### src/rtl/serial_adder_n_pkg.sv
// Shared types and helpers for the digit-serial adder/subtractor.
package adder_pkg;

  typedef enum logic [1:0] {
    IDLE = 2'd0,
    RUN  = 2'd1,
    DONE = 2'd2
  } state_e;

  function automatic int cnt_width(input int steps);
    return (steps <= 1) ? 1 : $clog2(steps);
  endfunction

endpackage

### src/rtl/serial_adder_n_if.sv
// Start/busy/done handshake and operand/result bundle.
interface serial_adder_n_if #(
  parameter int WIDTH = 8
);
  logic             start;
  logic             sub;
  logic [WIDTH-1:0] a;
  logic [WIDTH-1:0] b;
  logic             cin;
  logic             busy;
  logic             done;
  logic [WIDTH-1:0] sum;
  logic             cout;
  logic             ovf;

  modport master (
    output start, sub, a, b, cin,
    input  busy, done, sum, cout, ovf
  );

  modport slave (
    input  start, sub, a, b, cin,
    output busy, done, sum, cout, ovf
  );
endinterface

### src/rtl/serial_adder_n_fa_cell.sv
// One-bit full adder; chained to form the per-cycle ripple slice.
module fa_cell (
  input  logic a,
  input  logic b,
  input  logic ci,
  output logic s,
  output logic co
);
  assign s  = a ^ b ^ ci;
  assign co = (a & b) | (ci & (a ^ b));
endmodule

### src/rtl/serial_adder_n.sv
// Digit-serial adder/subtractor: DIGIT bits per clock, registered carry.
module serial_adder_n
  import adder_pkg::*;
#(
  parameter int WIDTH = 8,
  parameter int DIGIT = 1
) (
  input logic             clk,
  input logic             rst,
  serial_adder_n_if.slave bus
);
  localparam int STEPS = WIDTH / DIGIT;
  localparam int CW    = cnt_width(STEPS);

  if ((WIDTH % DIGIT) != 0 || WIDTH < 2 || DIGIT < 1) begin : g_bad
    $error("serial_adder_n: DIGIT must divide WIDTH, WIDTH >= 2");
  end

  state_e           state_q, state_d;
  logic [WIDTH-1:0] a_q, a_d;
  logic [WIDTH-1:0] b_q, b_d;
  logic [WIDTH-1:0] acc_q, acc_d;
  logic [WIDTH-1:0] sum_q, sum_d;
  logic             carry_q, carry_d;
  logic             cout_q, cout_d;
  logic             ovf_q, ovf_d;
  logic [CW-1:0]    cnt_q, cnt_d;

  logic [DIGIT:0]   c;
  logic [DIGIT-1:0] ds;
  logic [WIDTH-1:0] acc_nx;
  logic             last;

  assign c[0] = carry_q;

  for (genvar i = 0; i < DIGIT; i++) begin : g_fa
    fa_cell u_fa (
      .a  (a_q[i]),
      .b  (b_q[i]),
      .ci (c[i]),
      .s  (ds[i]),
      .co (c[i+1])
    );
  end

  // Digit sums enter at the MSB end so the first digit lands at bit 0.
  if (STEPS == 1) begin : g_one
    assign acc_nx = ds;
  end else begin : g_many
    assign acc_nx = {ds, acc_q[WIDTH-1:DIGIT]};
  end

  assign last = (cnt_q == CW'(STEPS - 1));

  always_comb begin
    state_d = state_q;
    a_d     = a_q;
    b_d     = b_q;
    acc_d   = acc_q;
    sum_d   = sum_q;
    carry_d = carry_q;
    cout_d  = cout_q;
    ovf_d   = ovf_q;
    cnt_d   = cnt_q;
    unique case (state_q)
      IDLE, DONE: begin
        state_d = IDLE;
        if (bus.start) begin
          a_d     = bus.a;
          b_d     = bus.sub ? ~bus.b : bus.b;
          carry_d = bus.sub | bus.cin;
          acc_d   = '0;
          cnt_d   = '0;
          state_d = RUN;
        end
      end
      RUN: begin
        a_d     = a_q >> DIGIT;
        b_d     = b_q >> DIGIT;
        acc_d   = acc_nx;
        carry_d = c[DIGIT];
        cnt_d   = cnt_q + CW'(1);
        if (last) begin
          sum_d   = acc_nx;
          cout_d  = c[DIGIT];
          ovf_d   = c[DIGIT] ^ c[DIGIT-1];
          state_d = DONE;
        end
      end
      default: state_d = IDLE;
    endcase
  end

  always_ff @(posedge clk) begin
    if (rst) begin
      state_q <= IDLE;
      a_q     <= '0;
      b_q     <= '0;
      acc_q   <= '0;
      sum_q   <= '0;
      carry_q <= 1'b0;
      cout_q  <= 1'b0;
      ovf_q   <= 1'b0;
      cnt_q   <= '0;
    end else begin
      state_q <= state_d;
      a_q     <= a_d;
      b_q     <= b_d;
      acc_q   <= acc_d;
      sum_q   <= sum_d;
      carry_q <= carry_d;
      cout_q  <= cout_d;
      ovf_q   <= ovf_d;
      cnt_q   <= cnt_d;
    end
  end

  assign bus.busy = (state_q == RUN);
  assign bus.done = (state_q == DONE);
  assign bus.sum  = sum_q;
  assign bus.cout = cout_q;
  assign bus.ovf  = ovf_q;
endmodule

### src/flat_wrapper.sv
// flat-port wrapper written by rule: the top's interface ports become plain ports
module serial_adder_n_flat import adder_pkg::*;
#(
  parameter int WIDTH = 8,
  parameter int DIGIT = 1
)
  (clk, rst, bus_start, bus_sub, bus_a, bus_b, bus_cin, bus_busy, bus_done, bus_sum, bus_cout, bus_ovf);
  serial_adder_n_if #(.WIDTH(WIDTH)) bus_i ();
  input logic clk;
  input logic rst;
  input wire logic [$bits(bus_i.start)-1:0] bus_start;
  input wire logic [$bits(bus_i.sub)-1:0] bus_sub;
  input wire logic [$bits(bus_i.a)-1:0] bus_a;
  input wire logic [$bits(bus_i.b)-1:0] bus_b;
  input wire logic [$bits(bus_i.cin)-1:0] bus_cin;
  output wire logic [$bits(bus_i.busy)-1:0] bus_busy;
  output wire logic [$bits(bus_i.done)-1:0] bus_done;
  output wire logic [$bits(bus_i.sum)-1:0] bus_sum;
  output wire logic [$bits(bus_i.cout)-1:0] bus_cout;
  output wire logic [$bits(bus_i.ovf)-1:0] bus_ovf;
  assign bus_i.start = bus_start;
  assign bus_i.sub = bus_sub;
  assign bus_i.a = bus_a;
  assign bus_i.b = bus_b;
  assign bus_i.cin = bus_cin;
  assign bus_busy = bus_i.busy;
  assign bus_done = bus_i.done;
  assign bus_sum = bus_i.sum;
  assign bus_cout = bus_i.cout;
  assign bus_ovf = bus_i.ovf;
  serial_adder_n #(.WIDTH(WIDTH), .DIGIT(DIGIT)) u_core (.clk(clk), .rst(rst), .bus(bus_i));
endmodule
### config.mk
export PLATFORM = sky130hd
export DESIGN_NAME = serial_adder_n_flat
export DESIGN_NICKNAME = d
export VERILOG_FILES = /design/src/rtl/serial_adder_n_pkg.sv /design/src/rtl/serial_adder_n_if.sv /design/src/rtl/serial_adder_n_fa_cell.sv /design/src/rtl/serial_adder_n.sv /design/src/flat_wrapper.sv
export SDC_FILE = /design/constraint.sdc
export NUM_CORES = 1
export LEC_CHECK = 0
export ABC_AREA = 1
export CAP_MARGIN = 10
export CORE_ASPECT_RATIO = 1.1
export CORE_MARGIN = 8
export CORE_UTILIZATION = 50
export DETAILED_ROUTE_END_ITERATION = 8
export DONT_BUFFER_PORTS = 1
export PLACE_DENSITY = 0.72
export SLEW_MARGIN = 20
export SYNTH_ARGS = -nofsm -noshare
export SYNTH_HDL_FRONTEND = slang
export SYNTH_SLANG_ARGS = --single-unit
### constraint.sdc
create_clock -name clk -period 1.2 [get_ports clk]
set_clock_uncertainty 0.1 [all_clocks]
set_input_delay 0.24 -clock clk [delete_from_list [all_inputs] [get_ports clk]]
set_output_delay 0.24 -clock clk [all_outputs]
set_load 0.01 [all_outputs]
# After elaboration in Yosys (flattened, before gate mapping)
# Cells that the tools add are included.
[op_classes] addsub=1 n_eq_ne=5 muxes=14 bitwise_logic=8 n_reduce_logical=5
[op_table] op="8-bit one-hot mux with 2 select lines" count=3
[op_table] op="8-bit 2-to-1 mux" count=4
[op_table] op="8-bit inverter" count=1
[op_table] op="3-bit one-hot mux with 2 select lines" count=1
[op_table] op="2-bit one-hot mux with 2 select lines" count=1
[op_table] op="2-bit AND reduction" count=2
[op_table] op="3-bit by 1-bit adder with 3-bit output (second input constant)" count=1
[op_table] op="3-bit == test (second input constant)" count=1
[op_table] op="3-bit 2-to-1 mux" count=1
[op_table] op="1-bit bitwise XOR" count=3
[op_table] op="1-bit AND" count=2
[op_table] op="2-bit by 1-bit == test with 1-bit output (second input constant)" count=1
[op_table] op="2-bit == test (second input constant)" count=1
[op_table] op="2-bit logical NOT" count=1
[op_table] op="1-bit 2-to-1 mux" count=2
[op_table] op="2-bit 2-to-1 mux" count=1
[op_table] op="2-bit by 1-bit != test with 1-bit output (second input constant)" count=1
[op_table] op="2-bit != test (second input constant)" count=1
[op_table] op="1-bit bitwise OR" count=2
[op_table] op="1-bit one-hot mux with 2 select lines" count=1
[op_table] op="2-bit nonzero test" count=1
[op_table] op="2-bit OR reduction" count=1
[word_totals] regBits=40 inputBits=21 out_inout_bits=12 word_cells=42

# Longest topological paths before layout
[logic_depth] depth_word=4 mapped_depth=8 mapped_depth_nobuf=8

# Modules after synthesis
# From an unflattened synthesis, not the netlist that was laid out.
[hier_totals] hier_cells=250 hier_area_um2=1820.5
[by_module_without_submodules] module="serial_adder_n" n_inst=1 cells_each=249 area_per_inst_um2=1800.5 seq_area_each_um2=780.7
[by_module_without_submodules] module="fa_cell" n_inst=1 cells_each=1 area_per_inst_um2=20.0 seq_area_each_um2=0.0

# Least setup slack after synthesis
# No wires, ideal clock.
[synth_path] path_kind="reg2reg" from="register u_core.a_q[0]" to="register u_core.ovf_q (netlist: u_core.bus.ovf)" setup_time_ps=117 arrival_time_ps=1028 required_ps=983 path_slack_ps=-45 stages_incl_launch_ff=6 path_buffers=0 synth_period_minus_slack_ps=1245 path_cell_list="dfxtp_1 > fa_1 > inv_1 > nand2_1 > a21oi_1 > nor2_1"
[synth_via] elab_chain_cells=4 word_cells_on_any_way=5 classes_between="bitwise (5)"
[synth_rtl] element="start, declared" line_no="serial_adder_n.sv:20" rtl="logic [WIDTH-1:0] a_q, a_d;"
[synth_rtl] element="start signal, assigned" line_no="serial_adder_n.sv:97" rtl="a_q <= '0;"
[synth_rtl] element="start signal, assigned" line_no="serial_adder_n.sv:107" rtl="a_q <= a_d;"
[synth_rtl] element="1-bit bitwise XOR" line_no="serial_adder_n_fa_cell.sv:10" rtl="assign co = (a & b) | (ci & (a ^ b));"
[synth_rtl] element="1-bit AND" line_no="serial_adder_n_fa_cell.sv:10"
[synth_rtl] element="1-bit bitwise OR (*)" line_no="serial_adder_n_fa_cell.sv:10"
[synth_rtl] element="net u_core.g_fa[0].u_fa.co" line_no="serial_adder_n_fa_cell.sv:7" rtl="output logic co"
[synth_rtl] element="1-bit bitwise XOR (*)" line_no="serial_adder_n.sv:86" rtl="ovf_d = c[DIGIT] ^ c[DIGIT-1];"
[synth_rtl] element="end signal, assigned" line_no="serial_adder_n.sv:113" rtl="ovf_q <= ovf_d;"
[synth_rtl] element="end, declared" line_no="serial_adder_n.sv:26" rtl="logic ovf_q, ovf_d;"
# The timed path passes the listed nets; every way through them passes the cells marked *.
# A chain may end at the register's enable or synchronous reset.

# Final worst setup path
[layout_path] from="register u_core.state_q[0]" to="output port bus_busy"
[layout_via] elab_chain_cells=1
[layout_rtl] element="start, declared" line_no="serial_adder_n.sv:19" rtl="state_e state_q, state_d;"
[layout_rtl] element="start signal, assigned" line_no="serial_adder_n.sv:106" rtl="state_q <= state_d;"
[layout_rtl] element="2-bit by 1-bit == test with 1-bit output" line_no="serial_adder_n.sv:118" rtl="assign bus.busy = (state_q == RUN);"
[layout_rtl] element="end, declared" line_no="flat_wrapper.sv:16" rtl="output wire logic [$bits(bus_i.busy)-1:0] bus_busy;"
# No other way between the ends.

==> impl_metrics.csv <==
group,metric,value,unit
worst_setup_path,crit_required,860,ps
worst_setup_path,path_common_cell,"buf_12",
placed_design,post-place-ws,-110,ps
floorplan,coreArea,0.00333,mm²
synthesis,netlist_area,0.00173,mm²
grt,grt_pass1_vias,1494,
status,status,"complete, but fails checks",
sta,fin_crit,1420,ps
sta,period_share,1.18,
power_and_ir_drop,p_per_area,1110,mW/mm²
grt,grt_max_degree,21,
routing,drc,0,
synthesis,postSynthCellCount,253,
cells_and_area,diodes,0,
status,violations,"setup timing",
worst_setup_path,max_stage_delay,360,ps
sta,max_freq,705,MHz
worst_setup_path,cp_cell_sequence,"inv_2, nor2_4, buf_12, buf_12",
min_path,hold_depth,4,
worst_setup_path,startpoint_type,"flop",
sta,rsz0062_at_grt,"yes",
cells_and_area,area.growth.synth_to_final,31.2,%
worst_setup_path,cp_top_family,"flip-flops",
floorplan,die_w,72.1,µm
grt,gr-total-overflow,0,
routing,vias,1640,
cells_and_area,postLayoutCoreUtil,0.682,
placed_design,io_buffer_count,0,
floorplan,die_height,77.7,µm
worst_setup_path,critical_path_buf_inv_count,3,
min_path,holdPathEnd,"u_core.a_q[3]$_SDFFE_PP0P_",
routing,dr.pass1.iters,4,
grt,antenna_found_initial,0,
worst_setup_path,crit_path_end_kind,"output pin",
cells_and_area,nets,306,
floorplan,start_util,0.520,
sta,hold_violations,0,
sta,finalSetupViolCount,32,
job,maxCapViolCount,0,
cells_and_area,layout_commonest_cell,"nand2_1",
floorplan,die_area,0.00560,mm²
power_and_ir_drop,power,2510,µW
sta,setup_ws,-218,ps
placed_design,gp_routability_congestion,0.757,
cells_and_area,final_area,0.00227,mm²
synthesis,synth_seq_area_share,0.451,
floorplan,ios,33,
routing,routed_wl,4430,µm
worst_setup_path,crit_type,"flop to output pin",
routing,detail-route-antenna-nets,0,
routing,wire_per_inst,13.4,µm
clocking,clock-root-buffer,"clkbuf_4",
worst_setup_path,cp.arrival,1080,ps
worst_setup_path,cp_max_fo,2,
synthesis,synth.distinct_cells,21,
grt,grt_use_total,0.151,
clocking,cts_num_sinks,39,
clocking,numCtsBuffers,5,
grt,grt_pass1_wl,6760,µm
worst_setup_path,ff2ff_path_depth,7,
placed_design,dp_hpwl,2650,µm
floorplan,fp-row-count,22,
cells_and_area,layout-drive-gt1-share,0.290,
sta,report.final.slew_viol_count,0,
synthesis,synth_seq_cells,39,
clocking,path_clk_slew,110,ps
synthesis,ys.warnings.count,0,
power_and_ir_drop,leakage,0.00107,µW
worst_setup_path,r2r_start,"u_core.cnt_q[1]$_SDFFE_PP0P_",
routing,vias_per_cell,4.95,
cells_and_area,fillers,269,
power_and_ir_drop,peakVddDrop,0.653,mV
synthesis,syn-mean-instance-area,6.84,µm²
worst_setup_path,reg2reg_to,"u_core.bus.ovf$_SDFFE_PP0P_",
sta,slew_headroom,0.365,
clocking,clk-insertion-delay-late,360,ps
placed_design,post_dp_cell_area,0.00191,mm²
min_path,hp-start,"bus_a[3]",
clocking,htreeDepth,2,
routing,drt_iter0_markers,132,
worst_setup_path,slowest_stage,"dfxtp_2",
worst_setup_path,regToRegSetupSlack,-220,ps
sta,tightest_slew,953,ps
cells_and_area,layout_common_cells,"93 x nand2_1, 33 x dfxtp_1, 25 x inv_1",
clocking,cts_buffer_depth,2,
min_path,hold_class,"primary input to flop",
clocking,cts_tree,"built",
synthesis,syn_nets,277,
## stage by stage
stage / hold WS [ps] / instances / TNS, ps
CTS: 0.511 / 326 / -2420
floorplan: 287 / 253 / -3.94
global placement: 206 / 309 / -772
detailed placement: 211 / 309 / -1190
global route: 17.8 / 331 / -6130
finish: 10.4 / 331 / -3570
## cells by family (layout without fill, tap and decap cells)
| logic type | Yosys count | count (layout) | synth area share |
|---|---|---|---|
| and+or+nand+nor | 144 | 144 | 0.346 |
| DFF | 39 | 39 | 0.451 |
| buffers and inverters | 41 | 71 | 0.0997 |
| adders and majority gates | 3 | 3 | 0.0260 |
| AOI/OAI and AO/OA | 25 | 25 | 0.0723 |
| xor gates and xnor gates | 1 | 1 | 0.00506 |
## worst reg2reg max path, cell delays in order (launching register included)
cell and delay, ps:
dfxtp_2 370, ha_4 150, ha_4 130, inv_4 40, nor2_4 220, clkinv_4 140, a21oi_2 140, nor2_1 50
## timing repair
item	in CTS	in global routing
buffers inserted	4	3
pin swaps	9	6
hold endpoints to repair	20	0
hold buffers	5	0
resized for setup	23	37
setup endpoints to repair	32	41
gates cloned	0	2
## routing by layer
layer | routed length [µm] | part of all wire | vias up | GRT usage
met5 | 0 | 0 | - | 0
met4 | 91 | 0.021 | 0 | 0.0491
met3 | 279 | 0.063 | 10 | 0.0591
met2 | 2140 | 0.48 | 42 | 0.253
met1 | 1910 | 0.43 | 750 | 0.171
li1 | - | - | 838 | -
## flip-flops by register name (all words and copies together), names as in the netlist
register         cells
u_core.bus.sum       8
u_core.cnt_q         3
u_core.state_q       2
u_core.carry_q       1
u_core.bus.cout      1
u_core.b_q           8
u_core.acc_q         7
u_core.a_q           8
u_core.bus.ovf       1
## report_power, final
group / switching (µW) / internal, µW / leakage [µW] / total, µW
logic: 255 / 207 / 0.000720 / 461
clock network: 443 / 226 / 0.0000282 / 669
registers: 34.6 / 1350 / 0.000320 / 1380
total: 732 / 1780 / 0.00107 / 2510
## cells in the mapped netlist, drive strengths merged
cell type,number,area share
xor2,1,0.0051
ha,2,0.014
o21ai,4,0.012
a21oi,21,0.061
dfxtp,39,0.45
nand2,107,0.24
nand3,27,0.078
clkinv,2,0.0051
fa,1,0.012
inv,31,0.067
buf,5,0.021
clkbuf,3,0.0065
nor2,10,0.029
## how the worst max path moves through the flow
stage	from	end	slack [ps]	depth (start not counted)
detailed placement	u_core.cnt_q[0]$_SDFFE_PP0P_	u_core.bus.sum[3]$_SDFFE_PP0P_	-110	8
global route	u_core.state_q[0]$_SDFFE_PP0P_	bus_busy	-280	4
global placement	u_core.cnt_q[1]$_SDFFE_PP0P_	u_core.bus.cout$_SDFFE_PP0P_	-80	7
floorplan	u_core.b_q[0]$_SDFFE_PP0P_	u_core.acc_q[7]$_SDFFE_PP0P_	-4	3
finish	u_core.state_q[0]$_SDFFE_PP0P_	bus_busy	-220	4
CTS	u_core.state_q[0]$_SDFFE_PP0P_	bus_busy	-240	4
## final cells by class
type | instances | area (µm²) | area share
clock buffer | 6 | 41.3 | 0.0182
clock inverter | 2 | 12.5 | 0.00551
inverter | 33 | 146 | 0.0644
multi-input combinational | 173 | 943 | 0.415
sequential | 39 | 788 | 0.347
tap | 48 | 60.1 | 0.0264
timing repair buffer | 28 | 265 | 0.117
timing repair inverter | 2 | 15.0 | 0.00661
Power figures use the tool's default switching activity.
